<file path="config.mk">
export PLATFORM = sky130hd
export DESIGN_NAME = lc4_div_seq
export DESIGN_NICKNAME = d
export VERILOG_FILES = /design/src/rtl/lc4_div_seq.sv
export SDC_FILE = /design/constraint.sdc
export NUM_CORES = 1
export LEC_CHECK = 0
export CORE_ASPECT_RATIO = 1.25
export CORE_MARGIN = 2
export CORE_UTILIZATION = 35
export DETAILED_ROUTE_END_ITERATION = 16
export GPL_TIMING_DRIVEN = 0
export PLACE_DENSITY = 0.65
export SYNTH_ARGS = -nofsm -noshare
export SYNTH_HDL_FRONTEND = slang
export SYNTH_SLANG_ARGS = --single-unit
</file>
<file path="constraint.sdc">
create_clock -name clk -period 4.3 [get_ports clk]
set_input_delay 1.29 -clock clk [delete_from_list [all_inputs] [get_ports clk]]
set_output_delay 1.29 -clock clk [all_outputs]
set_load 0.05 [all_outputs]
</file>
<file path="src/rtl/lc4_div_seq.sv">
// lc4_div_seq: 16-bit unsigned restoring divider (DIV/MOD) retiring one quotient bit per clock.
// Build option: define LC4_DIV_ZERO_FAST_EN to complete a divide-by-zero at the accepting edge.

module cla16 (
   input  logic [15:0] a_i,
   input  logic [15:0] b_i,
   input  logic        cin_i,
   output logic [15:0] sum_o
);
   logic [15:0] g;
   logic [15:0] p;

   assign g = a_i & b_i;
   assign p = a_i ^ b_i;

   // Four 4-bit groups; group carries come from lookahead, bits ripple inside a group.
   always_comb begin
      logic [3:0]  cg;
      logic [15:0] c;
      logic        gk;
      logic        pk;
      cg    = '0;
      c     = '0;
      gk    = 1'b0;
      pk    = 1'b0;
      cg[0] = cin_i;
      for (int k = 0; k < 4; k++) begin
         gk = g[4*k+3] | (p[4*k+3] & g[4*k+2]) | (p[4*k+3] & p[4*k+2] & g[4*k+1])
            | (p[4*k+3] & p[4*k+2] & p[4*k+1] & g[4*k]);
         pk = &p[4*k +: 4];
         if (k < 3) cg[k+1] = gk | (pk & cg[k]);
         c[4*k] = cg[k];
         for (int j = 1; j < 4; j++) c[4*k+j] = g[4*k+j-1] | (p[4*k+j-1] & c[4*k+j-1]);
      end
      sum_o = p ^ c;
   end
endmodule

module lc4_div_seq (
   input  logic        clk,
   input  logic        rst_n,
   input  logic        start,
   input  logic [15:0] dividend,
   input  logic [15:0] divisor,
   output logic        ready,
   output logic        valid_o,
   output logic [15:0] quotient,
   output logic [15:0] remainder
);
   localparam logic [1:0] IDLE = 2'd0;
   localparam logic [1:0] RUN  = 2'd1;
   localparam logic [1:0] DONE = 2'd2;

   logic [1:0]  state_q, state_d;
   logic [15:0] dvd_q, dvd_d;
   logic [15:0] dvs_q, dvs_d;
   logic [15:0] r_q, r_d;
   logic [3:0]  cnt_q, cnt_d;
   logic [15:0] quo_q, quo_d;
   logic [15:0] rem_q, rem_d;

   logic [16:0] s;
   logic [15:0] nb;
   logic [15:0] t;
   logic        c15;
   logic        cout;
   logic        success;
   logic [15:0] qnext;

   // The stored remainder is always below the divisor, so its 17th bit is
   // always zero; the extra bit only appears in S after the shift.
   assign s  = {r_q, dvd_q[15]};
   assign nb = ~dvs_q;

   cla16 u_sub (
      .a_i   (s[15:0]),
      .b_i   (nb),
      .cin_i (1'b1),
      .sum_o (t)
   );

   assign c15     = s[15] ^ nb[15] ^ t[15];
   assign cout    = (s[15] & nb[15]) | ((s[15] ^ nb[15]) & c15);
   assign success = s[16] | cout;
   // The dividend register shifts out dividend bits and shifts in quotient bits.
   assign qnext   = {dvd_q[14:0], success};

   always_comb begin
      state_d = state_q;
      dvd_d   = dvd_q;
      dvs_d   = dvs_q;
      r_d     = r_q;
      cnt_d   = cnt_q;
      quo_d   = quo_q;
      rem_d   = rem_q;
      case (state_q)
         IDLE, DONE: begin
            state_d = IDLE;
            if (start) begin
               dvd_d   = dividend;
               dvs_d   = divisor;
               r_d     = '0;
               cnt_d   = '0;
               state_d = RUN;
`ifdef LC4_DIV_ZERO_FAST_EN
               if (divisor == 16'd0) begin
                  state_d = DONE;
                  quo_d   = '0;
                  rem_d   = '0;
               end
`endif
            end
         end
         RUN: begin
            r_d   = success ? t : s[15:0];
            dvd_d = qnext;
            cnt_d = cnt_q + 4'd1;
            if (cnt_q == 4'd15) begin
               state_d = DONE;
               // A zero divisor makes every trial succeed; force the ISA result instead.
               if (dvs_q == 16'd0) begin
                  quo_d = '0;
                  rem_d = '0;
               end else begin
                  quo_d = qnext;
                  rem_d = success ? t : s[15:0];
               end
            end
         end
         default: state_d = IDLE;
      endcase
   end

   always_ff @(posedge clk or negedge rst_n) begin
      if (!rst_n) begin
         state_q <= IDLE;
         dvd_q   <= '0;
         dvs_q   <= '0;
         r_q     <= '0;
         cnt_q   <= '0;
         quo_q   <= '0;
         rem_q   <= '0;
      end else begin
         state_q <= state_d;
         dvd_q   <= dvd_d;
         dvs_q   <= dvs_d;
         r_q     <= r_d;
         cnt_q   <= cnt_d;
         quo_q   <= quo_d;
         rem_q   <= rem_d;
      end
   end

   assign ready     = (state_q == IDLE) || (state_q == DONE);
   assign valid_o   = (state_q == DONE);
   assign quotient  = quo_q;
   assign remainder = rem_q;
endmodule

</file>
==> results of run 1 <==
through the flow:
stage          setup WS (ps)  setup TNS [ps]  instances  utilization [%]
2_1_floorplan            910               0        389                -
3_3_place_gp           -1100          -93850        592             43.6
3_5_place_dp             154               0        593             43.8
4_1_cts                 89.9               0        609             46.8
5_1_grt                 91.6               0        609             46.8
6_report                 363               0        609             46.8
worst register-to-register path, stage by stage (launching register included):
cell      delay (ps)
dfrtp_1          400
inv_1             80
ha_1             310
o21ai_0          250
a221oi_1         200
nor4_1           270
nor2_1           100
fa_1             400
fa_1             380
inv_1             80
fa_1             200
fa_1             230
nor2b_1          170
buf_2            320
mux2i_1          300
o21ai_0          110
area by class of cell:
class	count	area (µm²)
fillers	1068	5950
flip-flops and latches	86	2150
multi-input cells	260	1680
repair buffers	69	706
clock buffers	12	256
well taps	135	169
plain buffers	21	116
inverters	22	87.6
clock inverters	4	77.6
sequential cells by signal, indices dropped and copies added, names as in the netlist:
name and cells:
dvd_q 16, dvs_q 16, quotient 16, r_q 16, remainder 16, cnt_q 4, state_q 2
layer usage:
layer | track usage, % | vias to the layer above | share of wire (%)
met3 | 3.82 | 11 | 5.0
met2 | 29.7 | 79 | 50
met4 | 6.08 | 0 | 1.3
met5 | 0 | - | 0
li1 | - | 1491 | -
met1 | 21.4 | 1528 | 43
kinds of logic after synthesis:
kind of cell / after synthesis
buf+inv: 43
compound gates: 100
simple gates: 121
flops: 86
mux: 10
fa+ha+maj: 26
xor+xnor: 3
placed cells by master, fill, tap and decap left out, types with 3 or more instances in the layout:
master and n:
a21oi_1 6, a22o_1 17, a22oi_1 15, buf_2 8, clkbuf_1 8, clkbuf_16 9, clkdlybuf4s50_1 67, dfrtp_1 86
fa_1 12, ha_1 14, inv_1 21, mux2i_1 10, nand2_1 89, nand3_1 3, nand4_1 3, nor2_1 8
nor4_1 5, o21ai_0 51, o21ai_1 6, xnor2_1 3
worst paths after layout:
kind	to	slack (ps)	depth (start not counted)
min in group asynchronous	quotient[11]	860	1
setup reg to reg	r_q[6]	360	15
hold / removal	remainder[4]	480	2
max in group asynchronous	dvs_q[15]	2810	2
hold reg to reg	remainder[4]	480	2
setup / recovery	r_q[6]	360	15
==> run_results.csv, run 1 <==
group,metric,value,unit
outcome,outcome,"completed",
cts,cts_buffer_depth,2,
synthesis,muxShareOfSynthArea,2.48,%
global_route,grt.overflow.total,0,
synthesis,syn_area,4030,µm²
synthesis,synth-xor-area-share,0.652,%
timing,post-route-period-util,91.6,%
synthesis,synth_edf_count,0,
timing,setup_violations,0,
synthesis,synth_cells,389,
synthesis,synth_fa_ha_area_share,10.3,%
cts,cts.sink_count,86,
worst_setup_path,crit_slowest_cell,"dfrtp_1",
run,cap_violations,0,
worst_setup_path,worstReg2RegStart,"dvd_q[15]",
timing,holdWs,482,ps
worst_setup_path,start_kind,"register",
placement,gp_congestion,0.856,
routing,dr.pass1.iters,4,
global_route,grt_pass1_vias,3353,
synthesis,synth_top_family_by_area,"compound AO/OA/AOI/OAI gates",
floorplan,dieArea,12400,µm²
synthesis,synth_ff_type,"dfrtp_1",
worst_setup_path,endpoint_kind,"register",
cts,cts_tree,"done",
synthesis,ys_top_cells_by_count,"nand2_1 (89), dfrtp_1 (86), o21ai_0 (51)",
synthesis,synth_top_area_share,53.4,%
floorplan,start_util,36.0,%
synthesis,synthArstFlopShare,100,%
synthesis,yosysWarnings,0,
timing,finalHoldViolations,0,
synthesis,synth_seq_cells,86,
worst_setup_path,crit_chain,"inv_1, ha_1, o21ai_0, a221oi_1, nor4_1, nor2_1, fa_1, fa_1, inv_1, fa_1, fa_1, nor2b_1, buf_2, mux2i_1, o21ai_0",
cells_and_area,area_growth,30.0,%
worst_setup_path,critPathKind,"reg2reg",
cts,clock_latency,340,ps
worst_setup_path,critPathMaxStageDelay,400,ps
cells_and_area,n_antenna_cell,0,
floorplan,die_h,124,µm
cts,cts_setup_buffers,0,
timing,rsz0062_at_grt,"false",
synthesis,syn_nets,450,
synthesis,syn_avg_cell_area,10.4,µm²
global_route,grt_start_max_net_pins,61,
floorplan,pin_count,69,
cts,clkSlewWorstSetupHoldPaths,70,ps
floorplan,coreArea,11200,µm²
routing,post_drt_wl_per_cell,16.2,µm
timing,post-route-min-period,3940,ps
timing,slew_headroom,63.2,%
synthesis,synth-simple-area-share,12.7,%
routing,drt_iter0_drc,150,
global_route,grt_pass1_wl,16.4,mm
routing,drt_wl_total,9.85,mm
cells_and_area,finalInstanceArea,5240,µm²
worst_setup_path,crit_fanout,10,
timing,drv_slew,0,
floorplan,die_w,100,µm
global_route,grt.total_usage,17.2,%
synthesis,synthTopCellsByArea,"dfrtp_1 (53%), nand2_1 (8.3%), o21ai_0 (6.3%)",
min_path,hp-start,"remainder[4]",
floorplan,rows,43,
routing,viasPerCell,5.11,
worst_setup_path,arrival,4140,ps
synthesis,ys_seq_area_share,53.4,%
synthesis,synth_top_area_cell,"dfrtp_1",
worst_setup_path,crit_family,"adder cells",
routing,drc,0,
routing,postRouteAntennaNets,0,
cts,cts_resized,0,
synthesis,synth_compound_area_share,15.4,%
cts,cts_root_buffer,"clkbuf_16",
timing,finClkSkew,6.16,ps
cts,hold_buffers,0,
synthesis,synthMostInstantiatedCell,"nand2_1",
routing,vias,3109,
cts,cts_buffers,9,
worst_setup_path,required,4500,ps
placement,dp_hpwl,7.29,mm
timing,fmax,254,MHz
cells_and_area,drive_gt1_share,7.17,%
timing,max_slew.worst_pin.slew,552,ps
worst_setup_path,cp_common_cell,"fa_1",
cts,h-tree-depth,3,
worst_setup_path,setup.worst_path.start,"dvd_q[15]",
placement,placed_area,4910,µm²
worst_setup_path,crit_buf_inv,3,
placement,portBuffers,68,
min_path,hold_class,"reg2reg",
cells_and_area,final_nets,530,
synthesis,synth.distinct_cells,34,
global_route,antenna_found_initial,0,
Power of run 1 is left out: the tool's default activity adds up to more than one toggle a clock period on the data nets, which glitch-free logic cannot reach.
==> run 2: changes to the inputs <==
- CTS_CLUSTER_DIAMETER: default -> 200
==> results of run 2 <==
Final layout, timing and power as in run 1 (identical DEF).
Power of run 2 is left out for the same reason.
==> run 3: changes to the inputs <==
- HOLD_SLACK_MARGIN: default -> 0.05
==> results of run 3 <==
Final layout, timing and power as in run 1 (identical DEF).
Power of run 3 is left out for the same reason.
